File: config.mk
export PLATFORM = sky130hd
export DESIGN_NAME = pwm_capture_flat
export DESIGN_NICKNAME = d
export VERILOG_FILES = /design/src/rtl/pwm_capture_if.sv /design/src/rtl/pwm_capture.sv /design/src/flat_wrapper.sv
export SDC_FILE = /design/constraint.sdc
export NUM_CORES = 1
export LEC_CHECK = 0
export BUFFER_PORTS_ARGS = -buffer_cell sky130_fd_sc_hd__buf_2
export CORE_MARGIN = 2
export CORE_UTILIZATION = 50
export CTS_CLUSTER_SIZE = 12
export DETAILED_ROUTE_END_ITERATION = 10
export PLACE_DENSITY = 0.69
export SLEW_MARGIN = 5
export SYNTH_ARGS = -nofsm -noshare
export SYNTH_HDL_FRONTEND = slang
export SYNTH_SLANG_ARGS = --single-unit
File: constraint.sdc
create_clock -name clk -period 1.5 [get_ports clk]
set_input_delay 0.3 -clock clk [delete_from_list [all_inputs] [get_ports clk]]
set_output_delay 0.3 -clock clk [all_outputs]
set_load 0.005 [all_outputs]
File: src/rtl/pwm_capture_if.sv
// Signal bundle between a PWM capture block and its user.
// The user (master) drives enable and the PWM line; the capture block (slave) returns measurements.
interface pwm_capture_if #(
  parameter int BW = 8
);
  logic          en;
  logic          pwm_in;
  logic [BW-1:0] duty;
  logic [BW-1:0] period;
  logic          valid;
  logic          stuck;

  modport master (
    output en,
    output pwm_in,
    input  duty,
    input  period,
    input  valid,
    input  stuck
  );

  modport slave (
    input  en,
    input  pwm_in,
    output duty,
    output period,
    output valid,
    output stuck
  );
endinterface

File: src/rtl/pwm_capture.sv
// PWM capture: measures high time and period of each full PWM cycle, flags stuck inputs by timeout.
// Optional glitch filter on the synchronized input is enabled with `define PWM_CAPTURE_GLITCH_EN.
module pwm_capture #(
  parameter int BW         = 8,
  parameter int GLITCH_LEN = 3
) (
  input  logic          clk,
  input  logic          rst,
  pwm_capture_if.slave  bus
);

  localparam logic [BW-1:0] CNT_MAX = {BW{1'b1}};

  typedef enum logic {IDLE, MEASURE} state_t;

  state_t        state;
  logic          sync_p0, sync_p1;
  logic          s, s_d;
  logic          rise;
  logic [BW-1:0] period_cnt, high_cnt;
  logic [BW-1:0] duty_q, period_q;
  logic          valid_q, stuck_q;

  if (GLITCH_LEN < 1) begin : g_bad_glitch_len
    $error("pwm_capture: GLITCH_LEN must be at least 1");
  end

  // A timed-out period is reported as fully high or fully low, by the level it is stuck at.
  function automatic logic [BW-1:0] timeout_duty(input logic lvl);
    return lvl ? CNT_MAX : '0;
  endfunction

  // Stage p0/p1: two-flop synchronizer for the asynchronous input
  always_ff @(posedge clk) begin
    if (rst) begin
      sync_p0 <= 1'b0;
      sync_p1 <= 1'b0;
    end else begin
      sync_p0 <= bus.pwm_in;
      sync_p1 <= sync_p0;
    end
  end

  // Stage s: registered (optionally filtered) level
`ifdef PWM_CAPTURE_GLITCH_EN
  localparam int GW = $clog2(GLITCH_LEN + 1);
  logic [GW-1:0] glitch_cnt;

  always_ff @(posedge clk) begin
    if (rst) begin
      s          <= 1'b0;
      glitch_cnt <= '0;
    end else if (sync_p1 == s) begin
      glitch_cnt <= '0;
    end else if (glitch_cnt == GW'(GLITCH_LEN - 1)) begin
      s          <= sync_p1;
      glitch_cnt <= '0;
    end else begin
      glitch_cnt <= glitch_cnt + 1'b1;
    end
  end
`else
  always_ff @(posedge clk) begin
    if (rst) s <= 1'b0;
    else     s <= sync_p1;
  end
`endif

  always_ff @(posedge clk) begin
    if (rst) s_d <= 1'b0;
    else     s_d <= s;
  end

  assign rise = s & ~s_d;

  // Measurement FSM: a rise closes the running period and opens the next one at count 1.
  always_ff @(posedge clk) begin
    if (rst) begin
      state      <= IDLE;
      period_cnt <= '0;
      high_cnt   <= '0;
      duty_q     <= '0;
      period_q   <= '0;
      valid_q    <= 1'b0;
      stuck_q    <= 1'b0;
    end else begin
      valid_q <= 1'b0;
      if (!bus.en) begin
        state      <= IDLE;
        period_cnt <= '0;
        high_cnt   <= '0;
      end else begin
        case (state)
          IDLE: begin
            if (rise) begin
              state      <= MEASURE;
              period_cnt <= BW'(1);
              high_cnt   <= BW'(1);
            end
          end
          MEASURE: begin
            if (rise) begin
              duty_q     <= high_cnt;
              period_q   <= period_cnt;
              valid_q    <= 1'b1;
              stuck_q    <= 1'b0;
              period_cnt <= BW'(1);
              high_cnt   <= BW'(1);
            end else if (period_cnt == CNT_MAX) begin
              duty_q     <= timeout_duty(s);
              period_q   <= CNT_MAX;
              valid_q    <= 1'b1;
              stuck_q    <= 1'b1;
              state      <= IDLE;
              period_cnt <= '0;
              high_cnt   <= '0;
            end else begin
              period_cnt <= period_cnt + 1'b1;
              high_cnt   <= high_cnt + BW'(s);
            end
          end
          default: state <= IDLE;
        endcase
      end
    end
  end

  assign bus.duty   = duty_q;
  assign bus.period = period_q;
  assign bus.valid  = valid_q;
  assign bus.stuck  = stuck_q;

endmodule

File: src/flat_wrapper.sv
// flat-port wrapper written by rule: the top's interface ports become plain ports
module pwm_capture_flat 
#(
  parameter int BW         = 8,
  parameter int GLITCH_LEN = 3
)
  (clk, rst, bus_en, bus_pwm_in, bus_duty, bus_period, bus_valid, bus_stuck);
  pwm_capture_if #(.BW(BW)) bus_i ();
  input  logic clk;
  input  logic rst;
  input wire logic [$bits(bus_i.en)-1:0] bus_en;
  input wire logic [$bits(bus_i.pwm_in)-1:0] bus_pwm_in;
  output wire logic [$bits(bus_i.duty)-1:0] bus_duty;
  output wire logic [$bits(bus_i.period)-1:0] bus_period;
  output wire logic [$bits(bus_i.valid)-1:0] bus_valid;
  output wire logic [$bits(bus_i.stuck)-1:0] bus_stuck;
  assign bus_i.en = bus_en;
  assign bus_i.pwm_in = bus_pwm_in;
  assign bus_duty = bus_i.duty;
  assign bus_period = bus_i.period;
  assign bus_valid = bus_i.valid;
  assign bus_stuck = bus_i.stuck;
  pwm_capture #(.BW(BW), .GLITCH_LEN(GLITCH_LEN)) u_core (.clk(clk), .rst(rst), .bus(bus_i));
endmodule
### Yosys cells after proc, flatten, opt, wreduce, memory -nomap -nowiden

Index checks and enable logic that the tools add are counted.

| operators by class | value |
|---|---|
| $add $sub $neg | 2 |
| eq/ne operators | 2 |
| muxes and demuxes | 20 |
| bitwise gates (word level) | 4 |
| reductions and logical operators | 4 |

Operator list:

| cell | count |
|---|---|
| 2-to-1 mux 8 bit | 10 |
| one-hot mux 8 bit (2 select lines) | 2 |
| adder 8 x 1 -> 8 bit | 1 |
| adder 8 x 1 -> 8 bit (second input constant) | 1 |
| equality test 8 bit (second input constant) | 1 |
| 2-to-1 mux 1 bit | 7 |
| NOT 1 bit | 3 |
| AND reduction 3 bit | 1 |
| OR reduction 3 bit | 1 |
| inequality test 2 x 1 -> 1 bit (second input constant) | 1 |
| one-hot mux 1 bit (2 select lines) | 1 |
| nonzero test 2 bit | 1 |
| OR reduction 2 bit | 1 |
| bitwise AND 1 bit | 1 |

| storage, ports and cells | value |
|---|---|
| bits in registers | 39 |
| bits of input ports | 4 |
| output and inout bits | 18 |
| word-level logic and storage cells | 43 |

### Logic depth before layout (Yosys ltp)

Gate-level depths: netlist of run 1.

| depth | value |
|---|---|
| word-level depth | 4 |
| mapped depth | 6 |
| gate-level depth less buffers | 6 |

### Worst setup path before layout of run 1

OpenSTA, ideal clock, no wires.

| timing | value |
|---|---|
| kind | flip-flop to flip-flop |
| from | register u_core.period_cnt[0] |
| to | register u_core.high_cnt[4] |
| library setup time | 117 ps |
| arrival | 1,468 ps |
| data required time | 1,383 ps |
| setup slack | -85 ps |
| cell stages (with the launch flop) | 6 |
| clock period less this slack | 1,585 ps |
| path through | dfxtp_1 ha_1 and4_4 and4_4 o21ai_0 a32o_1 |

| on the way | value |
|---|---|
| word-level cells in the longest chain between the ends | 4 |

Ends and longest elaborated chain:

| element | RTL line | RTL |
|---|---|---|
| from (decl) | pwm_capture.sv:20 | `logic [BW-1:0] period_cnt, high_cnt;` |
| from (signal assigned) | pwm_capture.sv:118 | `period_cnt <= period_cnt + 1'b1;` |
| equality test 8 bit | pwm_capture.sv:109 | `end else if (period_cnt == CNT_MAX) begin` |
| 2-to-1 mux 8 bit | pwm_capture.sv:109 |  |
| 2-to-1 mux 8 bit | pwm_capture.sv:102 | `if (rise) begin` |
| one-hot mux 8 bit (2 select lines) | pwm_capture.sv:93 | `case (state)` |
| to (signal assigned) | pwm_capture.sv:119 | `high_cnt <= high_cnt + BW'(s);` |
| to (decl) | pwm_capture.sv:20 |  |

Every way passes these cells.
A chain may end at the register's enable or synchronous reset.

### Worst setup path in the final report of run 1

| timing | value |
|---|---|
| from | register u_core.period_cnt[0] |
| to | register u_core.high_cnt[2] |

The elaborated chain is that of the path after synthesis.

==> results.cfg, run 1 <==
[outcome]
status = complete, but fails checks
violations = negative setup slack

[synthesis]
synth.top_cell.area_share = 0.471
yosys.area.top_type = dfxtp_1
synth_edf_count = 0
synth_flop_cell = dfxtp_1
async_flop_share = 0
avgSynthCellArea_sq_um = 10.1
yosysSeqAreaShare = 0.471
synthTopCellsByArea = dfxtp_1, a211oi_2, o221a_2
ys_types = 36
synth_cells = 165
synth_area_sq_um = 1660
syn_nets = 172
ys_ff_latch = 39
ys_warn_count = 0

[critical_path]
r2r_cells = 5
worst-setup-path-type = reg2reg
critPathArrivalTime_ps = 1760
r2r_start = u_core.period_cnt[0]$_SDFFE_PP0P_
reg2reg_slack_ps = -6
end_kind = register
cp_max_fo = 6
required_ps = 1750
r2r-end = u_core.high_cnt[2]$_SDFFE_PP0P_
start_kind = register

[final_layout]
area_delta_synth_final_pct = 25.6
ff_latch_area_sq_um = 786
finalNetCount = 218
multi_input_area_sq_um = 878
fillers = 261
n_antenna_cell = 0
final_cells = 256
drive_gt1_frac = 0.410
design_area_sq_um = 2080

[drt]
wl_per_cell_microns = 14.5
viasPerCell = 5.48
ant_nets = 0
totalWireLength_microns = 3710
first_pass_iters = 4
vias = 1402
drc = 0
drt_iter0_markers = 99

[floorplan]
ios = 22
core_area_sq_um = 3100
die_y_microns = 61.6
rows = 20
die_x_microns = 61.6
die_area_sq_um = 3800
start_util = 0.535

[timing]
setup_viol = 2
fin_crit_ps = 1510
whs_ps = 152
hold_viol = 0
tightest_slew_ps = 387
skew_ps = 5.52
period_share = 1.00
maxSlewViolCount = 0
max_freq_mhz = 664
max_slew_margin = 0.741
setup_ws_ps = -6.47
grt_setup_unrepaired = true

[clocking]
clkTransAtPathRegs_ps = 110
root_buffer = clkbuf_4
cts-buffers-inserted = 5
clock_path_buffers = 2
cts_tree = done
hold_buffers = 0
worstSkewPairLatency_ps = 350
htreeDepth = 2
cts_sinks = 39

[worst_hold_path]
hold_start = bus_pwm_in
hold_class = in2reg
whs_path_depth = 2
whs_endpoint = u_core.sync_p0$_SDFF_PP0_

[pwr]
max-vdd-ir-drop_mv = 0.565
finalPower_mw = 1.62
power_leakage_nw = 0.859
p_per_area_nw_per_um2 = 779

[placement]
place_hpwl_microns = 2750
port_buffers = 21
dp_cells = 247
placed_area_sq_um = 1990
gp_congestion = 0.855

[grt]
gr-total-overflow = 0
grt_max_degree = 18
grt_antenna_before_repair = 0
grt_pass1_wl_microns = 6320
first_global_vias = 1378
grt_usage = 0.233

[flow_run]
cap_violations = 0
[where the power goes]
group | total, mW | internal, mW | leakage, nW | switching [mW]
logic | 0.0613 | 0.0223 | 0.508 | 0.0390
registers | 1.04 | 1.04 | 0.317 | 0.00350
clock network | 0.517 | 0.174 | 0.0347 | 0.343
total | 1.62 | 1.24 | 0.859 | 0.385
[state kept, by name, indices dropped and copies added (netlist names), 8 cells and up]
name,count
u_core.bus.period,8
u_core.period_cnt,8
u_core.bus.duty,8
u_core.high_cnt,8
[worst max-delay path by stage]
stage	start	endpoint	slack (ps)
after CTS	u_core.period_cnt[0]$_SDFFE_PP0P_	u_core.high_cnt[2]$_SDFFE_PP0P_	-20
final	u_core.period_cnt[0]$_SDFFE_PP0P_	u_core.high_cnt[2]$_SDFFE_PP0P_	-6
after floorplan	u_core.period_cnt[0]$_SDFFE_PP0P_	u_core.high_cnt[4]$_SDFFE_PP0P_	-10
after detailed placement	u_core.period_cnt[0]$_SDFFE_PP0P_	u_core.bus.duty[3]$_SDFFE_PP0P_	-140
after global routing	u_core.period_cnt[0]$_SDFFE_PP0P_	u_core.bus.duty[3]$_SDFFE_PP0P_	-60
after global placement	u_core.period_cnt[0]$_SDFFE_PP0P_	u_core.bus.duty[5]$_SDFFE_PP0P_	-70
[cells in the mapped netlist (4+ instances only)]
| library cell | count |
|---|---|
| dfxtp_1 | 39 |
| nor2_1 | 18 |
| nand2_1 | 7 |
| inv_1 | 10 |
| a311oi_1 | 4 |
| a21oi_1 | 8 |
| o21ai_0 | 5 |
| o221a_2 | 8 |
| a211oi_2 | 8 |
| nand2b_1 | 4 |
| nand3_1 | 10 |
| nor2b_1 | 4 |
[through the flow]
step	setup WS [ps]	utilization	setup TNS (ps)
after detailed placement	-141	0.642	-1310
after global placement	-70.0	0.642	-619
after floorplan	-9.69	-	-9.69
final	-6.47	0.671	-8.74
after global routing	-55.9	0.671	-730
after CTS	-17.9	0.663	-35.7
[critical path, stage by stage (launching register included)]
cell	delay, ps
dfxtp_2	370
ha_4	130
and4_4	240
and4_4	320
o21ai_1	80
a32o_1	260
[final cells by class]
type / count / area share
inverter: 10 / 0.0180
sequential: 39 / 0.377
clock inverter: 3 / 0.00721
multi-input combinational: 112 / 0.422
timing repair buffer: 43 / 0.132
tap: 44 / 0.0264
clock buffer: 5 / 0.0180
[layout by cell type (no fill, tap or decap), types with 5 or more instances in the layout]
master | netlist | final
dfxtp_1 | 39 | 35
buf_2 | 2 | 21
buf_4 | 0 | 21
nor2_1 | 18 | 17
nand3_1 | 10 | 10
inv_1 | 10 | 10
o221a_2 | 8 | 8
a211oi_2 | 8 | 8
a21oi_1 | 8 | 8
nand2_1 | 7 | 7
clkbuf_4 | 0 | 5
[per-layer routing]
layer / global-route usage / up-vias / wire length [microns]
li1: - / 706 / -
met4: 0.131 / 0 / 74
met1: 0.294 / 647 / 1730
met3: 0.0525 / 8 / 183
met2: 0.368 / 41 / 1730
met5: 0 / - / 0
[cells by family (layout without fill, tap and decap cells)]
logic type / Yosys count / count (layout) / synth area share
flops: 39 / 39 / 0.471
simple gates: 59 / 59 / 0.194
xor+xnor: 3 / 3 / 0.0158
buf+inv: 15 / 61 / 0.0354
fa+ha+maj: 3 / 3 / 0.0226
mux: 1 / 1 / 0.00603
compound gates: 45 / 46 / 0.256
[timing repair]
| action | CTS | global route |
|---|---|---|
| pin swaps | 10 | 13 |
| setup endpoints to repair | 22 | 25 |
| gates resized for setup | 5 | 9 |
| cloned | 1 | 0 |
| buffers inserted | 0 | 1 |
No activity file was read; power rests on OpenSTA's default activity.
==> run 2, diff against run 1 <==
--- a/config.mk
+++ b/config.mk
@@ -10,7 +10,7 @@
 export CORE_UTILIZATION = 50
 export CTS_CLUSTER_SIZE = 12
 export DETAILED_ROUTE_END_ITERATION = 10
-export PLACE_DENSITY = 0.69
+export PLACE_DENSITY = 0.85
 export SLEW_MARGIN = 5
 export SYNTH_ARGS = -nofsm -noshare
 export SYNTH_HDL_FRONTEND = slang
==> results.cfg, run 2 (synthesis results as in run 1) <==
[floorplan]
die_y_microns = 61.6
start_util = 0.535
core_area_sq_um = 3100
die_area_sq_um = 3800
die_x_microns = 61.6
rows = 20
ios = 22

[placement]
place_ws_ps = -113
place_hpwl_microns = 3000
port_buffers = 21
gp_congestion = 0.873
placed_area_sq_um = 1980

[grt]
grt_pass1_wl_microns = 6430
grt_max_degree = 18
first_global_vias = 1410
grt_usage = 0.233
gr-total-overflow = 0
grt_antenna_before_repair = 0

[final_layout]
fillers = 234
mostFrequentLayoutCells = dfxtp_1, buf_2, buf_4
ff_latch_area_sq_um = 786
design_area_sq_um = 2120
drive_gt1_frac = 0.410
n_antenna_cell = 0
finalNetCount = 218
area_delta_synth_final_pct = 28.0
multi_input_area_sq_um = 885
final_common_cell = dfxtp_1

[critical_path]
critPathArrivalTime_ps = 1750
cp_max_fo = 6
worst-setup-path-type = reg2reg
end_kind = register
start_kind = register
required_ps = 1750

[clocking]
cts_sinks = 39
worstSkewPairLatency_ps = 340
hold_buffers = 0
clkTransAtPathRegs_ps = 110
cts-buffers-inserted = 5
root_buffer = clkbuf_4
htreeDepth = 2
clock_path_buffers = 2
cts_tree = done

[timing]
skew_ps = 9.64
grt_setup_unrepaired = true
max_freq_mhz = 664
setup_viol = 2
maxSlewViolCount = 0
period_share = 1.00
fin_crit_ps = 1510
setup_ws_ps = -6.58
hold_viol = 0
tightest_slew_ps = 412
max_slew_margin = 0.725

[drt]
wl_per_cell_microns = 15.9
top_layer_used = met4
drc = 0
vias = 1515
ant_nets = 0
wl_met3_microns = 222
met1_length_microns = 1720
viasPerCell = 5.92
met2_length_microns = 2000
totalWireLength_microns = 4060
drt_iter0_markers = 132
first_pass_iters = 4

[worst_hold_path]
hold_class = in2reg

[flow_run]
cap_violations = 0

[pwr]
power_leakage_nw = 0.870
max-vdd-ir-drop_mv = 0.562
p_per_area_nw_per_um2 = 863

[outcome]
violations = negative setup slack
status = complete, but fails checks
run 2: cell count changes in the layout (fill, tap and decap cells not counted), sizes merged:
cell / change
bufinv: +1
clkbuf: +1
clkinv: -2
run 2: metal layers:
metal,vias to the layer above,track usage
li1,707,-
met4,0,0.122
met1,726,0.288
met5,-,0
met3,20,0.0504
met2,62,0.380
run 2: area by class of cell:
type                    count  area share
multi-input cells         112       0.417
flip-flops and latches     39       0.370
repair buffers             43       0.129
well taps                  44      0.0259
clock buffers               6      0.0242
inverters                  10      0.0177
clock inverters             2      0.0165
run 2: worst paths after layout:
kind	start	to	slack, ps	cells after the start
worst max-delay path	u_core.period_cnt[1]$_SDFFE_PP0P_	u_core.high_cnt[3]$_SDFFE_PP0P_	-7	5
worst min-delay path	bus_pwm_in	u_core.sync_p0$_SDFF_PP0_	170	2
worst max register to register	u_core.period_cnt[1]$_SDFFE_PP0P_	u_core.high_cnt[3]$_SDFFE_PP0P_	-7	5
worst min register to register	u_core.bus.stuck$_SDFFE_PP0P_	u_core.bus.stuck$_SDFFE_PP0P_	450	2
run 2: stage by stage:
stage          std cells  total power, mW  TNS (ps)  hold slack [ps]  utilization
6_report             256             1.83     -9.09              170        0.684
5_1_grt              256             1.88      -657              185        0.684
4_1_cts              255             1.83     -18.4              169        0.671
3_5_place_dp         245             1.12     -1130              435        0.637
3_3_place_gp         245             1.12     -52.9              437        0.637
2_1_floorplan        165             1.10     -9.69              372            -
run 2: worst max-delay path, stage by stage, from the launching register on:
cell and delay [ps]:
dfxtp_2 370, ha_4 130, and4_4 240, and4_4 310, o21ai_1 110, a32o_1 260
run 2: timing repair:
item / CTS / global route
endpoints found under the setup margin: 20 / 25
pin swaps: 7 / 17
cloned: 1 / 0
gates resized for setup: 4 / 11
setup buffers: 2 / 1
run 2: power breakdown:
group	switching [mW]	internal (mW)	total [mW]	leakage [nW]
clock	0.332	0.394	0.726	0.0482
combinational	0.0411	0.0215	0.0626	0.506
sequential	0.00340	1.04	1.04	0.317
total	0.376	1.46	1.83	0.870
